`config.mk`:
```
export PLATFORM = sky130hd
export DESIGN_NAME = systolic_feeder_2x2_flat
export DESIGN_NICKNAME = d
export VERILOG_FILES = /design/src/rtl/systolic_feeder_2x2_if.sv /design/src/rtl/systolic_feeder_2x2.sv /design/src/flat_wrapper.sv
export SDC_FILE = /design/constraint.sdc
export NUM_CORES = 1
export LEC_CHECK = 0
export ABC_AREA = 1
export CORE_ASPECT_RATIO = 0.75
export CORE_MARGIN = 1
export CORE_UTILIZATION = 54
export DETAILED_ROUTE_END_ITERATION = 16
export GPL_ROUTABILITY_DRIVEN = 0
export PLACE_DENSITY_LB_ADDON = 0.12
export REMOVE_ABC_BUFFERS = 1
export SLEW_MARGIN = 20
export SYNTH_ARGS = -nofsm -noshare
export SYNTH_HDL_FRONTEND = slang
export SYNTH_SLANG_ARGS = --single-unit
```
`constraint.sdc`:
```
create_clock -name clk -period 7.22 [get_ports clk]
set_input_delay 1.083 -clock clk [delete_from_list [all_inputs] [get_ports clk]]
set_output_delay 1.083 -clock clk [all_outputs]
set_load 0.005 [all_outputs]
```
`src/rtl/systolic_feeder_2x2_if.sv`:
```
// Operand/handshake bundle between a host and the 2x2 systolic feeder.
// The master side supplies the start request and matrix elements; the
// slave side (the feeder) returns status and the skewed wavefront beats.
interface systolic_feeder_2x2_if #(
  parameter int DATA_W = 32
);
  logic              start;
  logic [DATA_W-1:0] a11, a12, a21, a22;
  logic [DATA_W-1:0] b11, b12, b21, b22;
  logic              busy;
  logic              done;
  logic              load_out;
  logic [DATA_W-1:0] row_out_row0, row_out_row1;
  logic [DATA_W-1:0] col_out_col0, col_out_col1;

  modport master (
    output start, a11, a12, a21, a22, b11, b12, b21, b22,
    input  busy, done, load_out,
    input  row_out_row0, row_out_row1, col_out_col0, col_out_col1
  );

  modport slave (
    input  start, a11, a12, a21, a22, b11, b12, b21, b22,
    output busy, done, load_out,
    output row_out_row0, row_out_row1, col_out_col0, col_out_col1
  );
endinterface

```
`src/rtl/systolic_feeder_2x2.sv`:
```
// Operand sequencer for a 2x2 systolic array. Captures matrices A and B on
// start, emits four skewed wavefront beats BEAT_PERIOD cycles apart, waits
// DRAIN_CYCLES for the array to settle, then pulses done. A start seen in
// the done cycle chains straight into the next sequence.
module systolic_feeder_2x2 #(
  parameter int DATA_W       = 32,
  parameter int BEAT_PERIOD  = 16,
  parameter int DRAIN_CYCLES = 100
) (
  input logic                 clk,
  input logic                 rst,
  systolic_feeder_2x2_if.slave bus
);

  typedef enum logic [2:0] {
    IDLE  = 3'd0,
    LOAD  = 3'd1,
    GAP   = 3'd2,
    DRAIN = 3'd3,
    DONE  = 3'd4
  } state_e;

  // Timers count down to zero, so they load one less than the interval.
  // The gap interval itself is one cycle shorter than the beat period.
  localparam logic [7:0]  GAP_RELOAD   = 8'(BEAT_PERIOD - 2);
  localparam logic [15:0] DRAIN_RELOAD = 16'(DRAIN_CYCLES - 1);

  // Operand order in each packed array: [0]=x11 [1]=x12 [2]=x21 [3]=x22
  state_e                  state_q, state_d;
  logic [1:0]              beat_q, beat_d;
  logic [7:0]              gap_tmr_q, gap_tmr_d;
  logic [15:0]             drain_tmr_q, drain_tmr_d;
  logic [3:0][DATA_W-1:0]  opa_q, opa_d;
  logic [3:0][DATA_W-1:0]  opb_q, opb_d;

  logic                    load_out_q, load_out_d;
  logic                    busy_q, busy_d;
  logic                    done_q, done_d;
  logic [DATA_W-1:0]       row0_q, row0_d;
  logic [DATA_W-1:0]       row1_q, row1_d;
  logic [DATA_W-1:0]       col0_q, col0_d;
  logic [DATA_W-1:0]       col1_q, col1_d;

  // Sequencer next state: operand capture, beat counting and interval timers
  always_comb begin
    state_d     = state_q;
    beat_d      = beat_q;
    gap_tmr_d   = gap_tmr_q;
    drain_tmr_d = drain_tmr_q;
    opa_d       = opa_q;
    opb_d       = opb_q;

    case (state_q)
      IDLE, DONE: begin
        if (bus.start) begin
          opa_d   = {bus.a22, bus.a21, bus.a12, bus.a11};
          opb_d   = {bus.b22, bus.b21, bus.b12, bus.b11};
          beat_d  = 2'd0;
          state_d = LOAD;
        end else begin
          state_d = IDLE;
        end
      end
      LOAD: begin
        if (beat_q == 2'd3) begin
          state_d     = DRAIN;
          drain_tmr_d = DRAIN_RELOAD;
        end else begin
          state_d   = GAP;
          gap_tmr_d = GAP_RELOAD;
        end
      end
      GAP: begin
        if (gap_tmr_q == 8'd0) begin
          state_d = LOAD;
          beat_d  = beat_q + 2'd1;
        end else begin
          gap_tmr_d = gap_tmr_q - 8'd1;
        end
      end
      DRAIN: begin
        if (drain_tmr_q == 16'd0) begin
          state_d = DONE;
        end else begin
          drain_tmr_d = drain_tmr_q - 16'd1;
        end
      end
      default: state_d = IDLE;
    endcase
  end

  // Output decode from the upcoming state so every output leaves a flop
  always_comb begin
    row0_d     = row0_q;
    row1_d     = row1_q;
    col0_d     = col0_q;
    col1_d     = col1_q;
    load_out_d = (state_d == LOAD);
    busy_d     = (state_d != IDLE);
    done_d     = (state_d == DONE);

    case (state_d)
      LOAD: begin
        case (beat_d)
          2'd0: begin
            row0_d = opa_d[1];
            row1_d = '0;
            col0_d = opb_d[2];
            col1_d = '0;
          end
          2'd1: begin
            row0_d = opa_d[0];
            row1_d = opa_d[3];
            col0_d = opb_d[0];
            col1_d = opb_d[3];
          end
          2'd2: begin
            row0_d = '0;
            row1_d = opa_d[2];
            col0_d = '0;
            col1_d = opb_d[1];
          end
          default: begin
            row0_d = '0;
            row1_d = '0;
            col0_d = '0;
            col1_d = '0;
          end
        endcase
      end
      GAP: begin
        row0_d = row0_q;
        row1_d = row1_q;
        col0_d = col0_q;
        col1_d = col1_q;
      end
      default: begin
        row0_d = '0;
        row1_d = '0;
        col0_d = '0;
        col1_d = '0;
      end
    endcase
  end

  // State, operand and output registers with synchronous reset
  always_ff @(posedge clk) begin
    if (rst) begin
      state_q     <= IDLE;
      beat_q      <= 2'd0;
      gap_tmr_q   <= 8'd0;
      drain_tmr_q <= 16'd0;
      opa_q       <= '0;
      opb_q       <= '0;
      load_out_q  <= 1'b0;
      busy_q      <= 1'b0;
      done_q      <= 1'b0;
      row0_q      <= '0;
      row1_q      <= '0;
      col0_q      <= '0;
      col1_q      <= '0;
    end else begin
      state_q     <= state_d;
      beat_q      <= beat_d;
      gap_tmr_q   <= gap_tmr_d;
      drain_tmr_q <= drain_tmr_d;
      opa_q       <= opa_d;
      opb_q       <= opb_d;
      load_out_q  <= load_out_d;
      busy_q      <= busy_d;
      done_q      <= done_d;
      row0_q      <= row0_d;
      row1_q      <= row1_d;
      col0_q      <= col0_d;
      col1_q      <= col1_d;
    end
  end

  assign bus.load_out     = load_out_q;
  assign bus.busy         = busy_q;
  assign bus.done         = done_q;
  assign bus.row_out_row0 = row0_q;
  assign bus.row_out_row1 = row1_q;
  assign bus.col_out_col0 = col0_q;
  assign bus.col_out_col1 = col1_q;

endmodule

```
`src/flat_wrapper.sv`:
```
// flat-port wrapper written by rule: the top's interface ports become plain ports
module systolic_feeder_2x2_flat 
#(
  parameter int DATA_W       = 32,
  parameter int BEAT_PERIOD  = 16,
  parameter int DRAIN_CYCLES = 100
)
  (clk, rst, bus_start, bus_a11, bus_a12, bus_a21, bus_a22, bus_b11, bus_b12, bus_b21, bus_b22, bus_busy, bus_done, bus_load_out, bus_row_out_row0, bus_row_out_row1, bus_col_out_col0, bus_col_out_col1);
  systolic_feeder_2x2_if #(.DATA_W(DATA_W)) bus_i ();
  input logic clk;
  input logic rst;
  input wire logic [$bits(bus_i.start)-1:0] bus_start;
  input wire logic [$bits(bus_i.a11)-1:0] bus_a11;
  input wire logic [$bits(bus_i.a12)-1:0] bus_a12;
  input wire logic [$bits(bus_i.a21)-1:0] bus_a21;
  input wire logic [$bits(bus_i.a22)-1:0] bus_a22;
  input wire logic [$bits(bus_i.b11)-1:0] bus_b11;
  input wire logic [$bits(bus_i.b12)-1:0] bus_b12;
  input wire logic [$bits(bus_i.b21)-1:0] bus_b21;
  input wire logic [$bits(bus_i.b22)-1:0] bus_b22;
  output wire logic [$bits(bus_i.busy)-1:0] bus_busy;
  output wire logic [$bits(bus_i.done)-1:0] bus_done;
  output wire logic [$bits(bus_i.load_out)-1:0] bus_load_out;
  output wire logic [$bits(bus_i.row_out_row0)-1:0] bus_row_out_row0;
  output wire logic [$bits(bus_i.row_out_row1)-1:0] bus_row_out_row1;
  output wire logic [$bits(bus_i.col_out_col0)-1:0] bus_col_out_col0;
  output wire logic [$bits(bus_i.col_out_col1)-1:0] bus_col_out_col1;
  assign bus_i.start = bus_start;
  assign bus_i.a11 = bus_a11;
  assign bus_i.a12 = bus_a12;
  assign bus_i.a21 = bus_a21;
  assign bus_i.a22 = bus_a22;
  assign bus_i.b11 = bus_b11;
  assign bus_i.b12 = bus_b12;
  assign bus_i.b21 = bus_b21;
  assign bus_i.b22 = bus_b22;
  assign bus_busy = bus_i.busy;
  assign bus_done = bus_i.done;
  assign bus_load_out = bus_i.load_out;
  assign bus_row_out_row0 = bus_i.row_out_row0;
  assign bus_row_out_row1 = bus_i.row_out_row1;
  assign bus_col_out_col0 = bus_i.col_out_col0;
  assign bus_col_out_col1 = bus_i.col_out_col1;
  systolic_feeder_2x2 #(.DATA_W(DATA_W), .BEAT_PERIOD(BEAT_PERIOD), .DRAIN_CYCLES(DRAIN_CYCLES)) u_core (.clk(clk), .rst(rst), .bus(bus_i));
endmodule
```
==> results_dict.tcl <==
set metrics [dict create \
    status "complete, no violations" \
    die_y_um 155 \
    drt_first_iter_violations 1311 \
    start_util 0.555 \
    setup_tns_ns 0 \
    hp-class "reg2reg" \
    fin_crit_sh 0.603 \
    numCtsBuffers 40 \
    endpoint_kind "register" \
    worstSetupStartpointType "register" \
    grt_pass1_vias 15300 \
    ys_async_sr_fraction 0 \
    fmax_mhz 230 \
    slew_viol_final 0 \
    grt_max_degree 271 \
    synthFlopType "dfxtp_1" \
    drt-wirelength-per-cell_um 15.8 \
    cts_setup_buffers 0 \
    postRouteAntennaNets 0 \
    grt_pass1_wl_um 76300 \
    first_pass_iters 6 \
    worst_ep_required_time_ns 7.62 \
    syn_area_per_cell_um2 7.13 \
    final_common_cell "nand2_1" \
    dp.cells 3012 \
    wl_met2_um 22800 \
    fill_cells 2474 \
    die_w_um 206 \
    synth_cell_types 27 \
    maxCapViolations 0 \
    power.leakage_uw 0.00916 \
    drc_errors 0 \
    path_max_fanout 181 \
    yosysWarnings 0 \
    powerDensity_mw_per_mm2 261 \
    root_buffer "clkbuf_16" \
    die_area_mm2 0.0320 \
    cts.htree.levels 2 \
    total_power_uw 5720 \
    ys_seq_area_frac 0.493 \
    vias_per_cell 5.26 \
    portBuffers 389 \
    finClkSkew_ns 0.0147 \
    fin_ws_ns 2.86 \
    route.met3.wl_um 3920 \
    holdBufCountCts 0 \
    clockBufferDepth 3 \
    vias 16300 \
    insertion_delay_ns 0.54 \
    io_pins 390 \
    tritoncts_num_sinks 416 \
    top_layer "met5" \
    hpwl_um 30500 \
    tightest_slew_ns 1.13 \
    place_ws_ns 2.92 \
    cts_tree "yes" \
    antenna_found_initial 10 \
    area_growth_syn_to_layout_pct 30.2 \
    rsz0062_at_grt "false" \
    num_rows 55 \
    final_cells 3091 \
    grt_usage 0.297 \
    grt_overflow 0 \
    fp.coreArea_mm2 0.0304 \
    drt_wl_total_um 48900 \
    synthCells 2368 \
    cts_resized 0 \
    criticalPathCategory "reg2reg" \
    slew_headroom 0.248 \
    drive_gt1_frac 0.0380 \
    synth_edf_count 0 \
    clk_pin_slew_worst_paths_ns 0.06 \
    setup_viol 0 \
    max-vdd-ir-drop_uv 183 \
    arrival_ns 4.76 \
    nNetsFinal 2920 \
    hold_viol 0 \
    met1_length_um 20100 \
    reg2reg_slack_ns 2.86 \
    final.min_clock_period_ns 4.36 \
    mostFrequentLayoutCells "nand2_1 (572), dfxtp_1 (416), clkdlybuf4s50_1 (387)" \
    synthesis.area_mm2 0.0169 \
    yosys_register_bits 416 \
]
-- stage by stage --
stage               utilization  instance area (µm²)  hold slack (ns)
floorplan                     -                16100            0.442
CTS                       0.721                21900            0.454
global route              0.722                22000            0.465
detailed placement        0.679                20700            0.438
finish                    0.722                22000            0.451
global placement          0.679                20700            0.438
-- where the power goes --
part	internal, µW	switching (µW)	total [µW]
clock network	1200	875	2070
logic	444	637	1080
registers	2500	71.5	2570
-- layer usage --
metal	GRT usage	vias up
met5	0	-
met4	0.148	2
met3	0.0658	122
met2	0.483	618
met1	0.370	7403
li1	-	8112
-- logic make-up after synthesis --
kind of cell / synth area share
fa+ha+maj: 0.00445
compound gates: 0.166
simple gates: 0.236
xor+xnor: 0.00415
flops: 0.493
buf+inv: 0.0956
-- final cells by class --
cell class / instances / area, µm² / area share
multi-input combinational: 1565 / 6950 / 0.316
timing repair buffer: 402 / 4020 / 0.183
clock buffer: 60 / 1180 / 0.0536
sequential: 416 / 8330 / 0.379
clock inverter: 10 / 108 / 0.00490
inverter: 230 / 866 / 0.0394
antenna: 9 / 22.5 / 0.00103
tap: 399 / 499 / 0.0227
-- sequential cells by signal, summed over array words and instances (netlist names), 8 cells and up --
signal,count
u_core.opa_q,128
u_core.opb_q,128
u_core.bus.col_out_col0,32
u_core.bus.col_out_col1,32
u_core.bus.row_out_row0,32
u_core.bus.row_out_row1,32
u_core.drain_tmr_q,16
u_core.gap_tmr_q,8
-- cell usage after synthesis (all sizes together), types with 2 or more instances --
| library cell | number | share of area |
|---|---|---|
| buf | 82 | 0.028 |
| ha | 6 | 0.0044 |
| or2 | 3 | 0.0011 |
| nor2 | 331 | 0.075 |
| o21ai | 331 | 0.098 |
| nand3 | 94 | 0.028 |
| a21oi | 145 | 0.044 |
| inv | 230 | 0.051 |
| xor2 | 7 | 0.0036 |
| nand2 | 579 | 0.13 |
| o22ai | 65 | 0.024 |
| clkbuf | 75 | 0.017 |
| dfxtp | 416 | 0.49 |
| nand4 | 2 | 0.00074 |
-- worst max-delay path, cell delays in order, from the launching register on --
cell     delay, ns
dfxtp_1       0.37
nor2_4        0.11
buf_4         0.64
nand2_8       0.64
nand3_1       0.33
nand2_1       0.12
ha_1          0.24
inv_4         0.42
buf_4         0.56
nor2_1        0.11
o21ai_0       0.20
o21ai_1       0.09
-- final timing paths --
kind,startpoint,end,depth (start not counted)
setup / recovery,u_core.state_q[0],u_core.bus.col_out_col1[4],11
hold reg to reg,u_core.bus.col_out_col0[4],u_core.bus.col_out_col0[4],2
hold / removal,u_core.bus.col_out_col0[4],u_core.bus.col_out_col0[4],2
setup reg to reg,u_core.state_q[0],u_core.bus.col_out_col1[4],11
Power figures use the tool's default switching activity.
